## src/rtl/core_pkg.sv

```systemverilog
// Shared fetch-side definitions: default widths, NOP encoding and the fetch
// sequencer state type.
package core_pkg;

  localparam int XLEN_DEF = 32;
  localparam logic [31:0] NOP_INSTR = 32'h0000_0013;

  typedef enum logic [0:0] {
    FETCH_RUN   = 1'b0,
    FETCH_FLUSH = 1'b1
  } fetch_state_e;

endpackage

```

## src/rtl/fetch_fifo.sv

```systemverilog
// Synchronous FIFO with clear; used both as the instruction buffer and as the
// in-order queue of issued fetch PCs.
module fetch_fifo #(
  parameter int DEPTH = 2,
  parameter int WIDTH = 32,
  localparam int AW = $clog2(DEPTH),
  localparam int CW = AW + 1
) (
  input  logic             clk,
  input  logic             rst_n,
  input  logic             clr_i,
  input  logic             push_i,
  input  logic [WIDTH-1:0] din_i,
  input  logic             pop_i,
  output logic [WIDTH-1:0] dout_o,
  output logic [CW-1:0]    count_o,
  output logic             empty_o
);

  localparam logic [CW-1:0] FULL_CNT = CW'(DEPTH);

  logic [WIDTH-1:0] mem_q [DEPTH];
  logic [AW-1:0]    wptr_q, wptr_d, rptr_q, rptr_d;
  logic [CW-1:0]    cnt_q, cnt_d;
  logic             do_push_s, do_pop_s;

  // Next pointers/count; a push into a full FIFO is legal only alongside a pop.
  always_comb begin
    do_pop_s  = pop_i && (cnt_q != {CW{1'b0}});
    do_push_s = push_i && ((cnt_q != FULL_CNT) || do_pop_s);
    if (clr_i) begin
      wptr_d = {AW{1'b0}};
      rptr_d = {AW{1'b0}};
      cnt_d  = {CW{1'b0}};
    end else begin
      wptr_d = do_push_s ? wptr_q + AW'(1) : wptr_q;
      rptr_d = do_pop_s  ? rptr_q + AW'(1) : rptr_q;
      cnt_d  = cnt_q + CW'(do_push_s) - CW'(do_pop_s);
    end
  end

  // Pointer and occupancy registers.
  always_ff @(posedge clk or negedge rst_n) begin
    if (!rst_n) begin
      wptr_q <= {AW{1'b0}};
      rptr_q <= {AW{1'b0}};
      cnt_q  <= {CW{1'b0}};
    end else begin
      wptr_q <= wptr_d;
      rptr_q <= rptr_d;
      cnt_q  <= cnt_d;
    end
  end

  // Storage array; contents need no reset since count gates every read.
  always_ff @(posedge clk) begin
    if (do_push_s && !clr_i) begin
      mem_q[wptr_q] <= din_i;
    end
  end

  assign dout_o  = mem_q[rptr_q];
  assign count_o = cnt_q;
  assign empty_o = (cnt_q == {CW{1'b0}});

endmodule

```

## src/rtl/fetch_unit.sv

```systemverilog
// Instruction fetch front end: PC ownership, in-order imem requests, redirect
// squash/flush and a buffered valid/ready interface towards decode.
module fetch_unit
  import core_pkg::*;
#(
  parameter int             XLEN     = XLEN_DEF,
  parameter logic [XLEN-1:0] RESET_PC = '0,
  parameter int             DEPTH    = 2
) (
  input  logic            clk,
  input  logic            rst_n,
  input  logic            redirect_i,
  input  logic [XLEN-1:0] redirect_pc_i,
  output logic            imem_req_o,
  output logic [XLEN-1:0] imem_addr_o,
  input  logic            imem_gnt_i,
  input  logic            imem_rvalid_i,
  input  logic [31:0]     imem_rdata_i,
  output logic            if_valid_o,
  output logic [31:0]     if_instr_o,
  output logic [XLEN-1:0] if_pc_o,
  input  logic            if_ready_i
);

  localparam int CW = $clog2(DEPTH) + 1;
  localparam int OW = CW + 1;
  localparam logic [OW-1:0] DEPTH_O = OW'(DEPTH);
  localparam int BW = XLEN + 32;

  fetch_state_e    state_q, state_d;
  logic [XLEN-1:0] pc_q, pc_d;
  logic [CW-1:0]   out_q, out_d;

  logic [BW-1:0]   buf_dout_s;
  logic [CW-1:0]   buf_cnt_s;
  logic            buf_empty_s;
  logic [XLEN-1:0] pcq_dout_s;
  logic [CW-1:0]   pcq_cnt_s;
  logic            pcq_empty_s;

  logic [OW-1:0]   occ_s;
  logic            if_valid_s, pop_s, req_s, gnt_s, rsp_s, live_rsp_s, pcq_pop_s;

  // Handshakes and credit. Live requests equal the PC-queue count while in RUN,
  // and a same-cycle decode pop frees a slot so streaming has no bubbles.
  always_comb begin
    if_valid_s = !buf_empty_s && !redirect_i;
    pop_s      = if_valid_s && if_ready_i;
    occ_s      = OW'(pcq_cnt_s) + OW'(buf_cnt_s) - OW'(pop_s);
    req_s      = (state_q == FETCH_RUN) && !redirect_i && (occ_s < DEPTH_O);
    gnt_s      = req_s && imem_gnt_i;
    rsp_s      = imem_rvalid_i && (out_q != {CW{1'b0}});
    pcq_pop_s  = rsp_s && (state_q == FETCH_RUN);
    live_rsp_s = pcq_pop_s && !redirect_i && !pcq_empty_s;
  end

  // Next PC, outstanding count and sequencer state.
  always_comb begin
    out_d = out_q + CW'(gnt_s) - CW'(rsp_s);
    if (redirect_i) begin
      pc_d = redirect_pc_i & ~XLEN'(3);
    end else if (gnt_s) begin
      pc_d = pc_q + XLEN'(4);
    end else begin
      pc_d = pc_q;
    end
    if (redirect_i) begin
      state_d = (out_d != {CW{1'b0}}) ? FETCH_FLUSH : FETCH_RUN;
    end else begin
      case (state_q)
        FETCH_RUN:   state_d = FETCH_RUN;
        FETCH_FLUSH: state_d = (out_d == {CW{1'b0}}) ? FETCH_RUN : FETCH_FLUSH;
        default:     state_d = FETCH_RUN;
      endcase
    end
  end

  // Sequencer registers.
  always_ff @(posedge clk or negedge rst_n) begin
    if (!rst_n) begin
      state_q <= FETCH_RUN;
      pc_q    <= RESET_PC;
      out_q   <= {CW{1'b0}};
    end else begin
      state_q <= state_d;
      pc_q    <= pc_d;
      out_q   <= out_d;
    end
  end

  fetch_fifo #(.DEPTH(DEPTH), .WIDTH(XLEN)) u_pcq (
    .clk     (clk),
    .rst_n   (rst_n),
    .clr_i   (redirect_i),
    .push_i  (gnt_s),
    .din_i   (pc_q),
    .pop_i   (pcq_pop_s),
    .dout_o  (pcq_dout_s),
    .count_o (pcq_cnt_s),
    .empty_o (pcq_empty_s)
  );

  fetch_fifo #(.DEPTH(DEPTH), .WIDTH(BW)) u_ibuf (
    .clk     (clk),
    .rst_n   (rst_n),
    .clr_i   (redirect_i),
    .push_i  (live_rsp_s),
    .din_i   ({pcq_dout_s, imem_rdata_i}),
    .pop_i   (pop_s),
    .dout_o  (buf_dout_s),
    .count_o (buf_cnt_s),
    .empty_o (buf_empty_s)
  );

  // Request is held low throughout reset even though RUN is the reset state.
  assign imem_req_o  = req_s && rst_n;
  assign imem_addr_o = pc_q;
  assign if_valid_o  = if_valid_s;
  assign if_pc_o     = buf_empty_s ? {XLEN{1'b0}} : buf_dout_s[BW-1:32];
  assign if_instr_o  = buf_empty_s ? 32'h0 : buf_dout_s[31:0];

endmodule

```

## config.mk

```make
export PLATFORM = sky130hd
export DESIGN_NAME = fetch_unit
export DESIGN_NICKNAME = d
export VERILOG_FILES = /design/src/rtl/core_pkg.sv /design/src/rtl/fetch_fifo.sv /design/src/rtl/fetch_unit.sv
export SDC_FILE = /design/constraint.sdc
export NUM_CORES = 1
export LEC_CHECK = 0
export BUFFER_PORTS_ARGS = -buffer_cell sky130_fd_sc_hd__buf_2
export CORE_MARGIN = 8
export CORE_UTILIZATION = 50
export DETAILED_ROUTE_END_ITERATION = 8
export GPL_TIMING_DRIVEN = 0
export PLACE_DENSITY_LB_ADDON = 0.12
export SLEW_MARGIN = 5
export SYNTH_ARGS = -nofsm -noshare
export SYNTH_HDL_FRONTEND = slang
export SYNTH_SLANG_ARGS = --single-unit
```

## constraint.sdc

```tcl
create_clock -name clk -period 3.99 [get_ports clk]
set_clock_uncertainty 0.05 [all_clocks]
set_input_delay 0.1995 -clock clk [delete_from_list [all_inputs] [get_ports clk]]
set_output_delay 0.1995 -clock clk [all_outputs]
set_load 0.005 [all_outputs]
```

==> results of run 1 <==
## cells in the mapped netlist, types with 5 or more instances
library cell / n / area share (%)
sky130_fd_sc_hd__edfxtp_1: 184 / 59
sky130_fd_sc_hd__nor2_1: 94 / 3.7
sky130_fd_sc_hd__mux2i_1: 63 / 6.7
sky130_fd_sc_hd__dfrtp_1: 41 / 11
sky130_fd_sc_hd__nand2_1: 35 / 1.4
sky130_fd_sc_hd__mux2_2: 30 / 3.6
sky130_fd_sc_hd__o21ai_0: 26 / 1.4
sky130_fd_sc_hd__nand3_1: 17 / 0.90
sky130_fd_sc_hd__nand4_1: 17 / 1.1
sky130_fd_sc_hd__clkbuf_1: 16 / 0.64
sky130_fd_sc_hd__inv_1: 10 / 0.40
sky130_fd_sc_hd__buf_2: 9 / 0.48
sky130_fd_sc_hd__ha_1: 9 / 1.2
sky130_fd_sc_hd__nor2b_1: 8 / 0.53
sky130_fd_sc_hd__o311ai_0: 8 / 0.74
sky130_fd_sc_hd__xnor2_1: 7 / 0.65
sky130_fd_sc_hd__a21oi_1: 6 / 0.32
sky130_fd_sc_hd__and2_1: 6 / 0.40
sky130_fd_sc_hd__o211ai_1: 6 / 0.48
sky130_fd_sc_hd__buf_1: 5 / 0.20
sky130_fd_sc_hd__buf_4: 5 / 0.40
## repair_timing
action                                  4_1_cts  5_1_grt
buffers inserted                              1        0
endpoints found under the setup margin       88        0
hold endpoints to repair                    135        0
resized for setup                             2        0
hold buffers                                 63        0
## layer usage
| metal | up-vias | track usage, % |
|---|---|---|
| li1 | 2961 | - |
| met1 | 2982 | 22.1 |
| met2 | 219 | 30.7 |
| met3 | 36 | 4.20 |
| met4 | 0 | 5.70 |
| met5 | - | 0 |
## cells by family (layout without fill, tap and decap cells)
family                   Yosys count  in the layout  synth area share [%]
XOR/XNOR                          11             11                  1.02
multiplexers                      93             93                  10.3
AO/OA/AOI/OAI                     67             67                  4.65
adder cells (fa/ha/maj)           10             10                  1.41
other                              1              4                0.0398
AND/OR/NAND/NOR                  206            206                  10.8
flip-flops                       225            225                  69.6
buffers and inverters             46            315                  2.18
## state kept, by name (all words and copies together), names as in the netlist
signal          cells
state_q             1
out_q               2
u_ibuf.count_o      2
u_pcq.wptr_q        1
u_pcq.rptr_q        1
u_ibuf.wptr_q       1
imem_addr_o        30
u_pcq.mem_q        60
u_ibuf.rptr_q       1
u_pcq.count_o       2
u_ibuf.mem_q      124
## final timing paths
path	to	start	cells after the start
max	state_q	u_ibuf.count_o[1]	18
min	u_ibuf.rptr_q	if_ready_i	4
max reg2reg	state_q	u_ibuf.count_o[1]	18
min reg2reg	u_pcq.mem_q[1][19]	imem_addr_o[19]	0
max in group asynchronous	imem_addr_o[19]	rst_n	2
min in group asynchronous	imem_addr_o[12]	rst_n	2
## through the flow
stage          area [µm²]  TNS (ps)  setup WS [ps]
2_1_floorplan        9430    -12170           -205
6_report            12000         0            292
5_1_grt             12000         0           71.8
4_1_cts             12000         0            276
3_5_place_dp        10700    -18130           -510
3_3_place_gp        10500   -110200          -1780
## power by group through the flow
stage | logic (W) | registers (W) | clock network [W]
2_1_floorplan | 0.000464 | 0.00290 | 0
4_1_cts | 0.000841 | 0.00290 | 0.00215
3_3_place_gp | 0.000732 | 0.00294 | 0
3_5_place_dp | 0.000785 | 0.00294 | 0
5_1_grt | 0.000916 | 0.00292 | 0.00224
6_report | 0.000830 | 0.00290 | 0.00210
## critical path, stage by stage, from the launching register on
cell	delay, ps
sky130_fd_sc_hd__dfrtp_1	460
sky130_fd_sc_hd__nor2_4	120
sky130_fd_sc_hd__nor2_1	60
sky130_fd_sc_hd__and2_1	190
sky130_fd_sc_hd__ha_1	270
sky130_fd_sc_hd__nand2b_1	160
sky130_fd_sc_hd__fa_1	390
sky130_fd_sc_hd__xnor2_1	220
sky130_fd_sc_hd__and4b_1	230
sky130_fd_sc_hd__buf_4	180
sky130_fd_sc_hd__inv_4	100
sky130_fd_sc_hd__buf_2	280
sky130_fd_sc_hd__ha_1	280
sky130_fd_sc_hd__inv_1	60
sky130_fd_sc_hd__ha_1	150
sky130_fd_sc_hd__xnor2_1	140
sky130_fd_sc_hd__xnor2_1	160
sky130_fd_sc_hd__nor2_1	60
sky130_fd_sc_hd__nor2_1	80
## layout make-up
type                       instances  area, µm²  share of cell area (%)
inverter                          11       43.8                   0.363
tap                              234        293                    2.43
clock buffer                      32        649                    5.39
multi-input combinational        391       2700                    22.4
buffer                            35        161                    1.34
timing repair buffer             228       1550                    12.9
clock inverter                     9        101                   0.841
sequential                       225       6550                    54.4
==> summary by stage, run 1 <==
Run status
The flow ran to the end, and the final reports show no timing, DRC or antenna violations.

Logic synthesis
The netlist uses 52 different library cells. The post-synthesis cell count is 659. The share of flip-flops with an asynchronous set or reset is 18.2%.

After synthesis, flip-flops and latches occupy 69.6% of the total area. In this run, synthesis produced a sequential element count of 225. In the synthesized netlist the dominant register cell turns out to be sky130_fd_sc_hd__edfxtp_1.

The total number of yosys warnings is 0. The number of enable-type register cells in the synthesized netlist is 184. In this run the cell area of the synthesized design comes to 0.00941 mm².

A synthesized cell averages 14.3 µm².

Pwr
The part of the power in combinational logic is 14.2%. The part of the total power dissipated in sequential elements is 49.7%. The switching power is 0.00144 W.

Internal power comes to 0.00439 W. The leakage power summed over all cells is 4.61 nW. The clock network burns 36.1% of the power. Total power for the finished layout comes to 0.00583 W. The proportion of total power due to net switching is 24.7%. The worst vdd rail ir drop is 0.345 mV. In this run the power density over the cells is 484 mW/mm².

Die
Once the floorplan was initialized, standard cells occupied 50.7% of the core. The die footprint is 0.0235 mm². The total area inside the core boundary comes to 0.0186 mm². The number of top-level design ports is 168.

After floorplanning, the core was divided into 50 placement rows. The floorplan die height is 153 µm. The floorplan step set the die width to 153 µm.

STA
The maximum achievable frequency is 270 MHz. The worst relative slew slack is 34.1%. Setup repair after global routing left no endpoint under its margin. The setup violation total in the final timing report is 0. The final hold violation count came to 0. The count of final max-slew check failures is 0. The worst path needs 3700 ps of the cycle, external delays included.

The worst path uses 92.7% of the clock period. For the pin with the worst max-slew slack, the measured transition is 989 ps. The tightest hold margin is 50.4 ps.

Finish
Fill cells in the final layout number 1378. In the final layout, the share of cells above drive strength 1 is 28.1%. The most common library cell in the layout ignoring fill and taps is sky130_fd_sc_hd__edfxtp_1. Relative to the synthesized area, the layout overhead comes to 28.0%.

Leaving out filler cells and counting taps, the final layout contains 1165. The library cells used most frequently in the layout, excluding fill and tap cells, are 184 x sky130_fd_sc_hd__edfxtp_1, 169 x sky130_fd_sc_hd__buf_2, 91 x sky130_fd_sc_hd__nor2_1. In the final design database the tool counted 995 nets. The core utilization of the finished layout is 64.8%.

0 antenna diodes ended up in the layout.

Detailed routing
After detailed routing, the number of vias per cell comes to 5.32. The length of routed wiring on met1 is 8.89 mm. The routed layout has 6198 vias.

The wire length per cell after detailed routing is 18.3 µm. Detailed routing placed a total of 1.56 mm of wire on met3. The final layout contains routed wiring with a total length of 21.3 mm. The top routing layer in use is met4. The number of detailed-routing iterations run before antenna repair is 5. For this run, design rule violations remaining after detail routing come to 0.

In this run the remaining antenna-violating nets after routing total 0. The first routing iteration left 338 violations. The wire length on met2 is 10.3 mm.

Clock tree
The maximum level of the CTS H-tree is 1. The cell chosen for the clock root is sky130_fd_sc_hd__clkbuf_16. The clock transition time at the flip-flop clock pins of the worst setup and hold paths is 60 ps.

TritonCTS built the clock tree. The number of sinks driven by the clock tree is 225. The total CTS buffers is 23. The clock latency on the worst-skew pair is 500 ps.

Counting along the longest clock path gives a buffer depth of 3.

Placement
During placement, the flow inserted port buffers numbering 160. The cell count after placement is 1060. At the end of routability-driven placement, the weighted congestion stood at 0.858.

After legalization and detailed placement, the total HPWL measured 14.5 mm.

Global routing
Across every metal layer, demand over resource in global routing totals 17.9%. The number of global-route vias before repair is 6491. The initial antenna violation count is 0. The largest net degree at the start of global routing is 53. The first-pass GRT wire length is 34.0 mm. The total congestion overflow after global routing is 0.

Worst setup path
STA puts the critical path data arrival time at 4080 ps. The setup slack of the most critical reg-to-reg path is 290 ps. In this run the worst path has a maximum fanout of 10. The critical path class is flip-flop to flip-flop. At the worst endpoint, the required time is 4370 ps. The worst setup path is captured at a flip-flop. The kind of start point of the critical path is a flip-flop.

Hold path
The path type of the worst min-delay path is input pin to flip-flop.

Run
The number of violations of the max-capacitance limit is 0.
No activity file was read; power rests on OpenSTA's default activity.
==> run 2, diff against run 1 <==
CORE_UTILIZATION = 45   (was 50)
==> run 2 against run 1 <==
Compared with the run above: setup slack lost 110 ps; combinational power grew 2%; fmax shrank 2.8%; sequential share of layout area shrank 0.31 points; final cell count grew 3.8%; count of clock-buffer cells in the layout grew 3; critical path depth is the same; largest power group unchanged.
==> summary by stage, run 2 (synthesized netlist as in run 1, its figures left out) <==
Finish
The register bank with the most flops is u_ibuf.mem_q. The register with the most flip-flops in the layout has 124 of them. The most common library cell in the layout ignoring fill and taps is sky130_fd_sc_hd__edfxtp_1. The final-stage net count is 996.

The signed area change from the synthesized netlist to the final layout is 28.7%. The repair_antennas step left the layout with diodes totalling 0. The finished cells cover 0.0121 mm². Leaving out fill and tap cells, the most frequent cells in the layout are 184 x sky130_fd_sc_hd__edfxtp_1, 169 x sky130_fd_sc_hd__buf_2, 91 x sky130_fd_sc_hd__nor2_1. Cells with a size suffix above 1 make up 27.8% of the layout. The core utilization of the finished layout is 58.4%.

Worst setup path
The number of buffer and inverter instances along the worst setup path is 4. Setup slack on the worst reg-to-reg path comes out at 180 ps. The critical path class is flip-flop to flip-flop.

The worst setup path is captured at a flip-flop. The cell with the largest stage delay on the worst path is sky130_fd_sc_hd__dfrtp_1. The worst setup path is launched from a flip-flop. The start point of the critical path is u_ibuf.count_o[1].

The data arrival time of the critical path is 4180 ps. The required time of the critical path is 4360 ps. The kind of cell with the highest combined delay on the critical path is adder cells.

The maximum fanout count along the critical path is 10. The delay of the slowest cell on the worst path is 450 ps. Traced cell by cell, the critical path runs through nor2_4 > nor2_1 > and2_1 > ha_1 > nand2b_1 > fa_1 > xnor2_1 > and4b_1 > buf_4 > inv_4 > buf_2 > ha_1 > inv_1 > ha_1 > xnor2_1 > xnor2_1 > nor2_1 > nor2_1. The worst register-to-register path begins at u_ibuf.count_o[1].

Clock tree
The clock transition time at the flip-flop clock pins of the worst setup and hold paths is 60 ps. The TritonCTS clock tree is done. At the later pin of the worst-skew pair, clock insertion delay measures 510 ps.

CTS built an H-tree with a depth of 1. Clock tree synthesis inserted a total of 24 buffers. Counting every sink on the clock net gives 225. The cell chosen for the clock root is sky130_fd_sc_hd__clkbuf_16. The longest clock path from root to sink contains 3 buffers.

Die
The initial core utilization is 45.4%. The die covers 0.0258 mm². Measured along the y axis, the die boundary spans 161 µm. The number of top-level design ports is 168.

In this run the core area contains 53 standard-cell rows. After floorplanning, the core was sized to cover 0.0208 mm². The x dimension of the die is 161 µm.

Run
Max-cap violations in this run came to 0.

STA
The final hold violation count came to 0. The maximum achievable frequency is 263 MHz. For the pin with the worst max-slew slack, the measured transition is 1020 ps. In the final timing run, aggregate negative setup slack is 0 ps.

Setup violations remaining at the end of the flow were counted as 0. The post-route clock period utilization is 95.4%. The count of final max-slew check failures is 0. Headroom to the max-slew limit came out at 32.0%.

The clock period minus worst slack is 3810 ps. Setup repair after global routing left no endpoint under its margin.

Detailed routing
The DRC violation count after routing is 0. Using the TritonRoute via totals, the vias-per-cell ratio works out to 5.23. The violation count after the first detailed-routing iteration is 329.

Wires add up to 22.3 mm. For this run, the detailed router's first-pass iteration total came to 5. The routed via count is 6322. The wire length per cell after detailed routing is 18.5 µm. The detail route stage leaves a number of antenna-violating nets equal to 0.

Global routing
Entering global routing, the biggest net connects 53 pins. In the global route stage, overall resource usage came out at 17.0%. The total congestion overflow after global routing is 0.

The number of global-route vias before repair is 6649. The first global-routing pass estimated 35.5 mm of wire. The initial antenna violation count is 0.

Hold path
The path type of the worst min-delay path is input pin to flip-flop. The critical hold path startpoint is redirect_i.

Placement
In this run the cell area measured after placement is 0.0107 mm². Input and output buffers added on the ports amount to 160. The final RePlAce weighted congestion is 0.838. Once detailed placement completed, the half-perimeter wirelength came to 15.1 mm.

Pwr
The power per standard cell area is 487 mW/mm². The worst vdd rail ir drop is 0.359 mV. The leakage power summed over all cells is 4.61 nW.

Run status
The flow ran to the end, and the final reports show no timing, DRC or antenna violations.
-- run 2: changes by cell type in the layout (fill, tap and decap cells not counted), sizes merged --
| cell | delta |
|---|---|
| clkbuf | +3 |
| clkinv | -1 |
| clkinvlp | +1 |
-- run 2: cell type report --
| class | count | area (µm²) |
|---|---|---|
| fillers | 1662 | 8640 |
| clock inverters | 9 | 95.1 |
| multi-input cells | 391 | 2700 |
| flip-flops and latches | 225 | 6550 |
| inverters | 11 | 43.8 |
| well taps | 275 | 344 |
| repair buffers | 228 | 1550 |
| clock buffers | 35 | 673 |
| plain buffers | 35 | 161 |
-- run 2: report_power, final --
part           internal (W)  switching (W)
Clock               0.00130       0.000857
Combinational      0.000380       0.000463
Sequential          0.00275       0.000152
-- run 2: worst register-to-register path: cells and delay by family (launching register included) --
kind | cells | cell delay [ps]
adders and majority gates | 4 | 1100
and+or+nand+nor | 7 | 910
buffers and inverters | 4 | 660
xor gates and xnor gates | 3 | 560
DFF | 1 | 450
-- run 2: metal layers --
layer  up-vias  global-route usage (%)  part of all wire [%]
li1       2959                       -                     -
met1      3119                    20.9                    41
met2       212                    29.7                    50
met3        32                    3.99                   6.8
met4         0                    4.29                   1.8
met5         -                       0                     0
-- run 2: worst paths after layout --
check | endpoint | cells past startpoint
min reg2reg | u_pcq.mem_q[1][19] | 0
min | state_q | 3
max | state_q | 18
max in group asynchronous | state_q | 2
min in group asynchronous | imem_addr_o[12] | 2
max reg2reg | state_q | 18
-- run 2: what timing repair did --
item,4_1_cts,5_1_grt
hold endpoints to repair,135,0
hold buffers,63,0
setup buffers,1,0
setup endpoints to repair,82,0
resized for setup,2,0
-- run 2: through the flow --
| stage | cells | setup WS, ps | power, W | hold WS (ps) |
|---|---|---|---|---|
| 6_report | 1209 | 185 | 0.00590 | 65.0 |
| 3_5_place_dp | 1101 | -555 | 0.00374 | 341 |
| 3_3_place_gp | 1097 | -1840 | 0.00368 | 337 |
| 2_1_floorplan | 662 | -205 | 0.00337 | -146 |
| 5_1_grt | 1209 | 26.2 | 0.00615 | 82.3 |
| 4_1_cts | 1209 | 214 | 0.00596 | 38.3 |
